==> config.mk <==
export PLATFORM = sky130hd
export DESIGN_NAME = fifo_push_arb
export DESIGN_NICKNAME = d
export VERILOG_FILES = /design/src/rtl/fifo_push_arb.sv
export SDC_FILE = /design/constraint.sdc
export NUM_CORES = 1
export LEC_CHECK = 0
export ABC_AREA = 1
export BUFFER_PORTS_ARGS = -buffer_cell sky130_fd_sc_hd__buf_2
export CAP_MARGIN = 20
export CORE_MARGIN = 1.5
export CORE_UTILIZATION = 51
export DETAILED_ROUTE_END_ITERATION = 16
export PLACE_DENSITY = 0.84
export REMOVE_ABC_BUFFERS = 1
export SYNTH_ARGS = -nofsm -noshare
export SYNTH_HDL_FRONTEND = slang
export SYNTH_SLANG_ARGS = --single-unit
==> constraint.sdc <==
create_clock -name clk -period 4.5 [get_ports clk]
set_input_delay 0.9 -clock clk [delete_from_list [all_inputs] [get_ports clk]]
set_output_delay 0.9 -clock clk [all_outputs]
set_load 0.01 [all_outputs]
==> src/rtl/fifo_push_arb.sv <==
// Round-robin arbiter sharing one FIFO write port among N_REQ producers, up to MAX_BURST beats per grant.
// Optional per-requester accepted-beat counters are built when FIFO_PUSH_ARB_CNT_EN is defined.
module fifo_push_arb #(
  parameter int WIDTH     = 4,
  parameter int N_REQ     = 4,
  parameter int MAX_BURST = 4
) (
  input  logic                     clk,
  input  logic                     rstn,
  input  logic [N_REQ-1:0]         req,
  input  logic [N_REQ*WIDTH-1:0]   data,
  input  logic                     fifo_full,
  output logic [N_REQ-1:0]         gnt,
  output logic                     fifo_push,
  output logic [WIDTH-1:0]         fifo_data,
  output logic [$clog2(N_REQ)-1:0] owner,
  output logic                     busy,
  output logic                     o_dbg_state
`ifdef FIFO_PUSH_ARB_CNT_EN
  ,
  input  logic                     cnt_clr,
  output logic [N_REQ*16-1:0]      beat_cnt_o
`endif
);

  localparam int OW = $clog2(N_REQ);
  localparam int CW = $clog2(MAX_BURST + 1);

  typedef enum logic {S_IDLE = 1'b0, S_BURST = 1'b1} state_t;

  // Requester handshake: a requester holds req high and its data word stable
  // until it sees its gnt bit; gnt high means the word is pushed in that cycle.
  state_t          r_state;
  logic [OW-1:0]   r_owner;
  logic [OW-1:0]   r_last;
  logic [CW-1:0]   r_beat_cnt;

  logic            w_req_owner;
  logic            w_beat;
  logic            w_last_beat;
  logic [OW-1:0]   w_pick;
  logic            w_found;

  assign w_req_owner = req[r_owner];
  assign w_beat      = (r_state == S_BURST) && w_req_owner && !fifo_full;
  assign w_last_beat = w_beat && (r_beat_cnt == CW'(MAX_BURST - 1));

  // First requester found scanning upward from last+1, wrapping modulo N_REQ.
  always_comb begin
    logic [OW-1:0] idx;
    w_pick  = '0;
    w_found = 1'b0;
    idx     = '0;
    for (int k = 0; k < N_REQ; k++) begin
      idx = OW'((int'(r_last) + 1 + k) % N_REQ);
      if (!w_found && req[idx]) begin
        w_pick  = idx;
        w_found = 1'b1;
      end
    end
  end

  always_ff @(posedge clk or negedge rstn) begin
    if (!rstn) begin
      r_state    <= S_IDLE;
      r_owner    <= '0;
      r_last     <= OW'(N_REQ - 1);
      r_beat_cnt <= '0;
    end else begin
      case (r_state)
        S_IDLE: begin
          if (w_found) begin
            r_owner    <= w_pick;
            r_beat_cnt <= '0;
            r_state    <= S_BURST;
          end
        end
        S_BURST: begin
          if (!w_req_owner) begin
            r_state <= S_IDLE;
            r_last  <= r_owner;
          end else if (w_beat) begin
            r_beat_cnt <= r_beat_cnt + CW'(1);
            if (w_last_beat) begin
              r_state <= S_IDLE;
              r_last  <= r_owner;
            end
          end
        end
        default: r_state <= S_IDLE;
      endcase
    end
  end

  assign gnt         = w_beat ? (N_REQ'(1) << r_owner) : '0;
  assign fifo_push   = w_beat;
  assign fifo_data   = (r_state == S_BURST) ? data[r_owner*WIDTH +: WIDTH] : '0;
  assign owner       = r_owner;
  assign busy        = (r_state == S_BURST);
  assign o_dbg_state = r_state;

`ifdef FIFO_PUSH_ARB_CNT_EN
  logic [15:0] r_cnt [N_REQ];

  // Clear takes priority over a same-cycle increment; counts stick at all-ones.
  always_ff @(posedge clk or negedge rstn) begin
    if (!rstn) begin
      for (int i = 0; i < N_REQ; i++) r_cnt[i] <= '0;
    end else begin
      for (int i = 0; i < N_REQ; i++) begin
        if (cnt_clr)
          r_cnt[i] <= '0;
        else if (gnt[i] && (r_cnt[i] != 16'hFFFF))
          r_cnt[i] <= r_cnt[i] + 16'd1;
      end
    end
  end

  for (genvar g = 0; g < N_REQ; g++) begin : g_cnt_out
    assign beat_cnt_o[g*16 +: 16] = r_cnt[g];
  end
`endif

endmodule
## After elaboration in Yosys (flattened, before gate mapping)

Cells that the tools add are included.

| word-level totals | value |
|---|---|
| register bits after elaboration | 8 |
| latch bits | 0 |
| memory bits (writable) | 0 |
| bits in read-only memories | 0 |
| bits of input ports | 23 |
| output and inout bits | 13 |
| word-level logic and storage cells | 68 |
| memories kept | 0 |

| cells by class | value |
|---|---|
| $add $sub $neg | 5 |
| multiply operators | 0 |
| divide/modulo/power cells | 0 |
| order comparisons | 5 |
| eq/ne operators | 6 |
| shift-type cells | 2 |
| mux-type cells | 32 |
| bitwise gates (word level) | 1 |
| reductions and logical operators | 13 |

Operators with widths:

| kind | count |
|---|---|
| $shiftx 16x5->4 | 1 |
| $lt 2x3->1 const B | 5 |
| $mux 2 | 7 |
| $mux 1 | 13 |
| $bmux 1 s2 | 5 |
| $mux 3 | 3 |
| $mux 4 | 2 |
| $ne 2x1->1 const B | 4 |
| $add 2x2->2 const B | 3 |
| $logic_and 1x1->1 | 6 |
| $pmux 3 s2 | 1 |
| $reduce_and 3->1 | 2 |
| $logic_not 1->1 | 4 |
| $shl 1x2->4 const A | 1 |
| $add 3x1->3 const B | 1 |
| $eq 3x2->1 const B | 1 |
| $add 2x1->2 const B | 1 |
| $ne 2x2->1 const B | 1 |
| $pmux 1 s2 | 1 |
| $reduce_and 2->1 | 1 |
| $not 1->1 | 1 |

## Logic depth before layout (Yosys ltp)

| depth | value |
|---|---|
| depth after elaboration | 15 |
| depth in mapped cells | 12 |
| depth with buffers taken out | 11 |

## Worst setup path before layout

Ideal clock, no wire load.

| timing | value |
|---|---|
| path type | input port to output port |
| from | in req[3] |
| to | out gnt[0] |
| arrival | 1,600 ps |
| required time | 3,600 ps |
| path slack | 2,000 ps |
| cell stages on the path | 4 |
| path buffers | 0 |
| path through | inv_1 -> o2111ai_2 -> nand3_2 -> nor3_1 |

| on the way | value |
|---|---|
| word-level cells in the longest chain between the ends | 5 |

RTL lines:

| what | RTL line | RTL |
|---|---|---|
| from (decl) | 10 | `input logic [N_REQ-1:0] req,` |
| $bmux 1 s2 | 44 | `assign w_req_owner = req[r_owner];` |
| $mux 1 (not written as such) | 44 |  |
| $logic_and 1x1->1 (2 in a row) | 45 | `assign w_beat = (r_state == S_BURST) && w_req_owner && !fifo_full;` |
| $mux 4 | 95 | `assign gnt = w_beat ? (N_REQ'(1) << r_owner) : '0;` |
| to (decl) | 13 | `output logic [N_REQ-1:0] gnt,` |

Every way passes these cells. The select of a mux whose other input is x is not followed.

## Worst setup path in the final report

| timing | value |
|---|---|
| from | reg r_owner[1], in the netlist owner[1] |
| to | out gnt[1] |

| on the way | value |
|---|---|
| word-level cells in the longest chain between the ends | 5 |
| elaborated cells between the ends (all ways) | 6 |
| classes of those cells | 1 x shift; 3 x mux; 2 x reduce/logical |

RTL lines:

| what | RTL line | RTL |
|---|---|---|
| from (decl) | 34 | `logic [OW-1:0] r_owner;` |
| from (signal assigned) | 73 | `r_owner <= w_pick;` |
| $bmux 1 s2 | 44 |  |
| $mux 1 (not written as such) | 44 |  |
| $logic_and 1x1->1 (2 in a row) | 45 |  |
| $mux 4 (*) | 95 |  |

Mark *: on every way between the ends. The rest lies on a longest branch, timed or not. The select of a mux whose other input is x is not followed.

==> reports/qor.yml <==
clocking:
  cts_setup_buffers: 0
  cts_buffers: 3
  clk_pin_slew_ns: 0.05
  cts_buffer_depth: 2
  cts_resized: 0
  cts_tree: "built"
  clock_latency_ns: 0.25
  cts_max_level: 1
  root_buffer: "clkbuf_4"
  clock-sinks: 8
  holdBufCountCts: 0
timing:
  maxSlewHeadroom_pct: 57.3
  rsz0062_at_grt: "no"
  fin_crit_ns: 2.87
  setup_viol: 0
  drv_slew: 0
  fin_skew_ns: 0.00329
  fin_tns_setup_ns: 0
  fin_crit_sh_pct: 63.7
  tightestPinTransition_ns: 0.641
  max_freq_mhz: 349
  hold_violations: 0
synth:
  synthMuxAreaShare_pct: 0
  synth.area.top_cells: "dfrtp_1 17%, nand2_1 16%, nand3_1 9.2%"
  synth-xor-area-share_pct: 0
  yosys.area.top_type: "dfrtp_1"
  syn-mean-instance-area_um2: 6.80
  yosysWarnings: 0
  synth-compound-area-share_pct: 13.8
  synth_edf_count: 0
  synth_cells: 128
  ys_top_cells_by_count: "36 x nand2_1, 16 x nand3_1, 10 x inv_1, 10 x nand2_2"
  ys.flop_type: "dfrtp_1"
  synth-simple-area-share_pct: 50.4
  synthArstFlopShare_pct: 100
  ys_types: 28
  synth_area_um2: 871
  synth_top_family_by_area: "simple AND/OR/NAND/NOR gates"
  ys_seq_elements: 8
  synth_most_common_cell: "nand2_1"
  synthAdderAreaFrac_pct: 2.87
  yosysTopAreaCellShare_pct: 17.2
  yosysSeqAreaShare_pct: 23.3
die:
  core_area_um2: 1560
  initial_core_util_pct: 55.9
  io-pin-count: 36
  die_w_um: 44.3
  dieArea_um2: 1960
  std_cell_rows: 14
  fp.dieH_um: 44.3
critical_path:
  worstSetupStartpoint: "owner[1]"
  critPathCaptureType: "primary output"
  crit_type: "reg2out"
  r2r_start: "owner[1]"
  worst_r2r_path_depth: 5
  r2r_setup_slack_ns: 2.71
  r2r_end: "r_beat_cnt[0]"
  worst_ep_arrival_time_ns: 1.97
  critPathLaunchType: "register"
  crit_required_ns: 3.60
  cp_max_fo: 18
  crit_path_end: "gnt[1]"
cells_and_area:
  n_antenna_cell: 0
  final_util_pct: 68.0
  layout.nets: 188
  syn2layout_area_growth_pct: 21.7
  drive_above_1_share_pct: 40.4
outcome:
  violations: "design-rule violations"
  status: "finished with violations"
drt:
  routedWlPerCell_um: 11.6
  drt_first_pass_iters: 10
  vias_per_cell: 5.45
  drtIter0Drc: 28
  routed_wirelength_um: 2050
  drc_errors: 1
  via_count: 965
  ant_nets: 0
global_routing:
  gr-usage-met3_pct: 1.22
  grt_overflow: 0
  met1_usage_pct: 30.4
  grt_usage_pct: 23.0
  antenna_found_initial: 0
  grt_max_degree: 19
  grt_pass1_wl_um: 3390
  busiest_layer: "met2"
  grt_pass1_vias: 849
  grtUsageMet2_pct: 39.4
power_and_ir_drop:
  p_leak_uw: 0.000583
  p_per_area_nw_per_um2: 716
  vdd_drop_max_mv: 0.391
placement:
  port_buffers: 35
  dp_hpwl_um: 1730
  gp_congestion: 0.838
flow_run:
  drv_cap: 0
min_path:
  hp-class: "in2async"
[critical path: stages (launching register included)]
cell,delay [ns]
dfrtp_1,0.75
nand2_1,0.19
o2111ai_2,0.24
nand3_2,0.21
nor3_1,0.17
buf_2,0.16
[final cells by class]
class | count | area, um^2
Multi-Input combinational cell | 101 | 584
Fill cell | 146 | 499
Clock buffer | 3 | 22.5
Sequential cell | 8 | 203
Timing Repair Buffer | 35 | 175
Tap cell | 16 | 20.0
Inverter | 14 | 55.1
[worst min-delay path by stage]
| stage | startpoint | end | depth (start not counted) |
|---|---|---|---|
| finish | rstn | r_beat_cnt[2] | 1 |
| global route | rstn | r_beat_cnt[2] | 1 |
| detailed placement | r_beat_cnt[2] | r_beat_cnt[2] | 2 |
| global placement | r_beat_cnt[2] | r_beat_cnt[2] | 2 |
| floorplan | r_beat_cnt[1] | r_beat_cnt[1] | 2 |
| CTS | rstn | r_beat_cnt[1] | 1 |
[per-stage QoR]
stage | cell area (um^2) | instances | total power, uW | hold WS [ns] | worst slack [ns]
2_1_floorplan | 842 | 123 | 571 | 0.475 | 2.00
3_3_place_gp | 1040 | 174 | 689 | 0.497 | 1.82
3_5_place_dp | 1040 | 174 | 709 | 0.500 | 1.80
4_1_cts | 1060 | 177 | 767 | 0.477 | 1.62
5_1_grt | 1060 | 177 | 835 | 0.488 | 1.43
6_report | 1060 | 177 | 758 | 0.477 | 1.63
[cells by family (layout without fill, tap and decap cells)]
| kind of cell | after synthesis | in the layout |
|---|---|---|
| and+or+nand+nor | 82 | 82 |
| buffers and inverters | 19 | 52 |
| AOI/OAI and AO/OA | 17 | 17 |
| DFF | 8 | 8 |
| adders and majority gates | 2 | 2 |
[layer usage]
layer	wire length [um]	up-vias
li1	-	492
met1	885	458
met2	1100	13
met3	52	2
met4	11	0
met5	0	-
[report_power, final]
part	switching (uW)	leakage (uW)	internal (uW)
Clock	23.2	0.0000138	30.4
Sequential	73.3	0.0000973	110
Combinational	326	0.000472	195
[sequential cells by signal (all words and copies together) (netlist names)]
| register | flops |
|---|---|
| r_beat_cnt | 3 |
| r_last | 2 |
| busy | 1 |
| owner | 2 |
[cell usage in the layout (no fill, tap or decap), drive strengths merged]
| cell | Yosys | routed |
|---|---|---|
| or2 | 2 | 2 |
| a22oi | 4 | 4 |
| inv | 14 | 14 |
| nand4 | 2 | 2 |
| nor3 | 2 | 2 |
| buf | 4 | 35 |
| a21boi | 1 | 1 |
| nand2 | 49 | 49 |
| o2111ai | 1 | 1 |
| dfrtp | 6 | 6 |
| dfstp | 2 | 2 |
| o21ai | 5 | 5 |
| clkbuf | 1 | 3 |
| nand3 | 18 | 18 |
| a31oi | 4 | 4 |
| ha | 2 | 2 |
| a21oi | 2 | 2 |
| nor2 | 9 | 9 |
No activity file was read; power rests on OpenSTA's default activity.
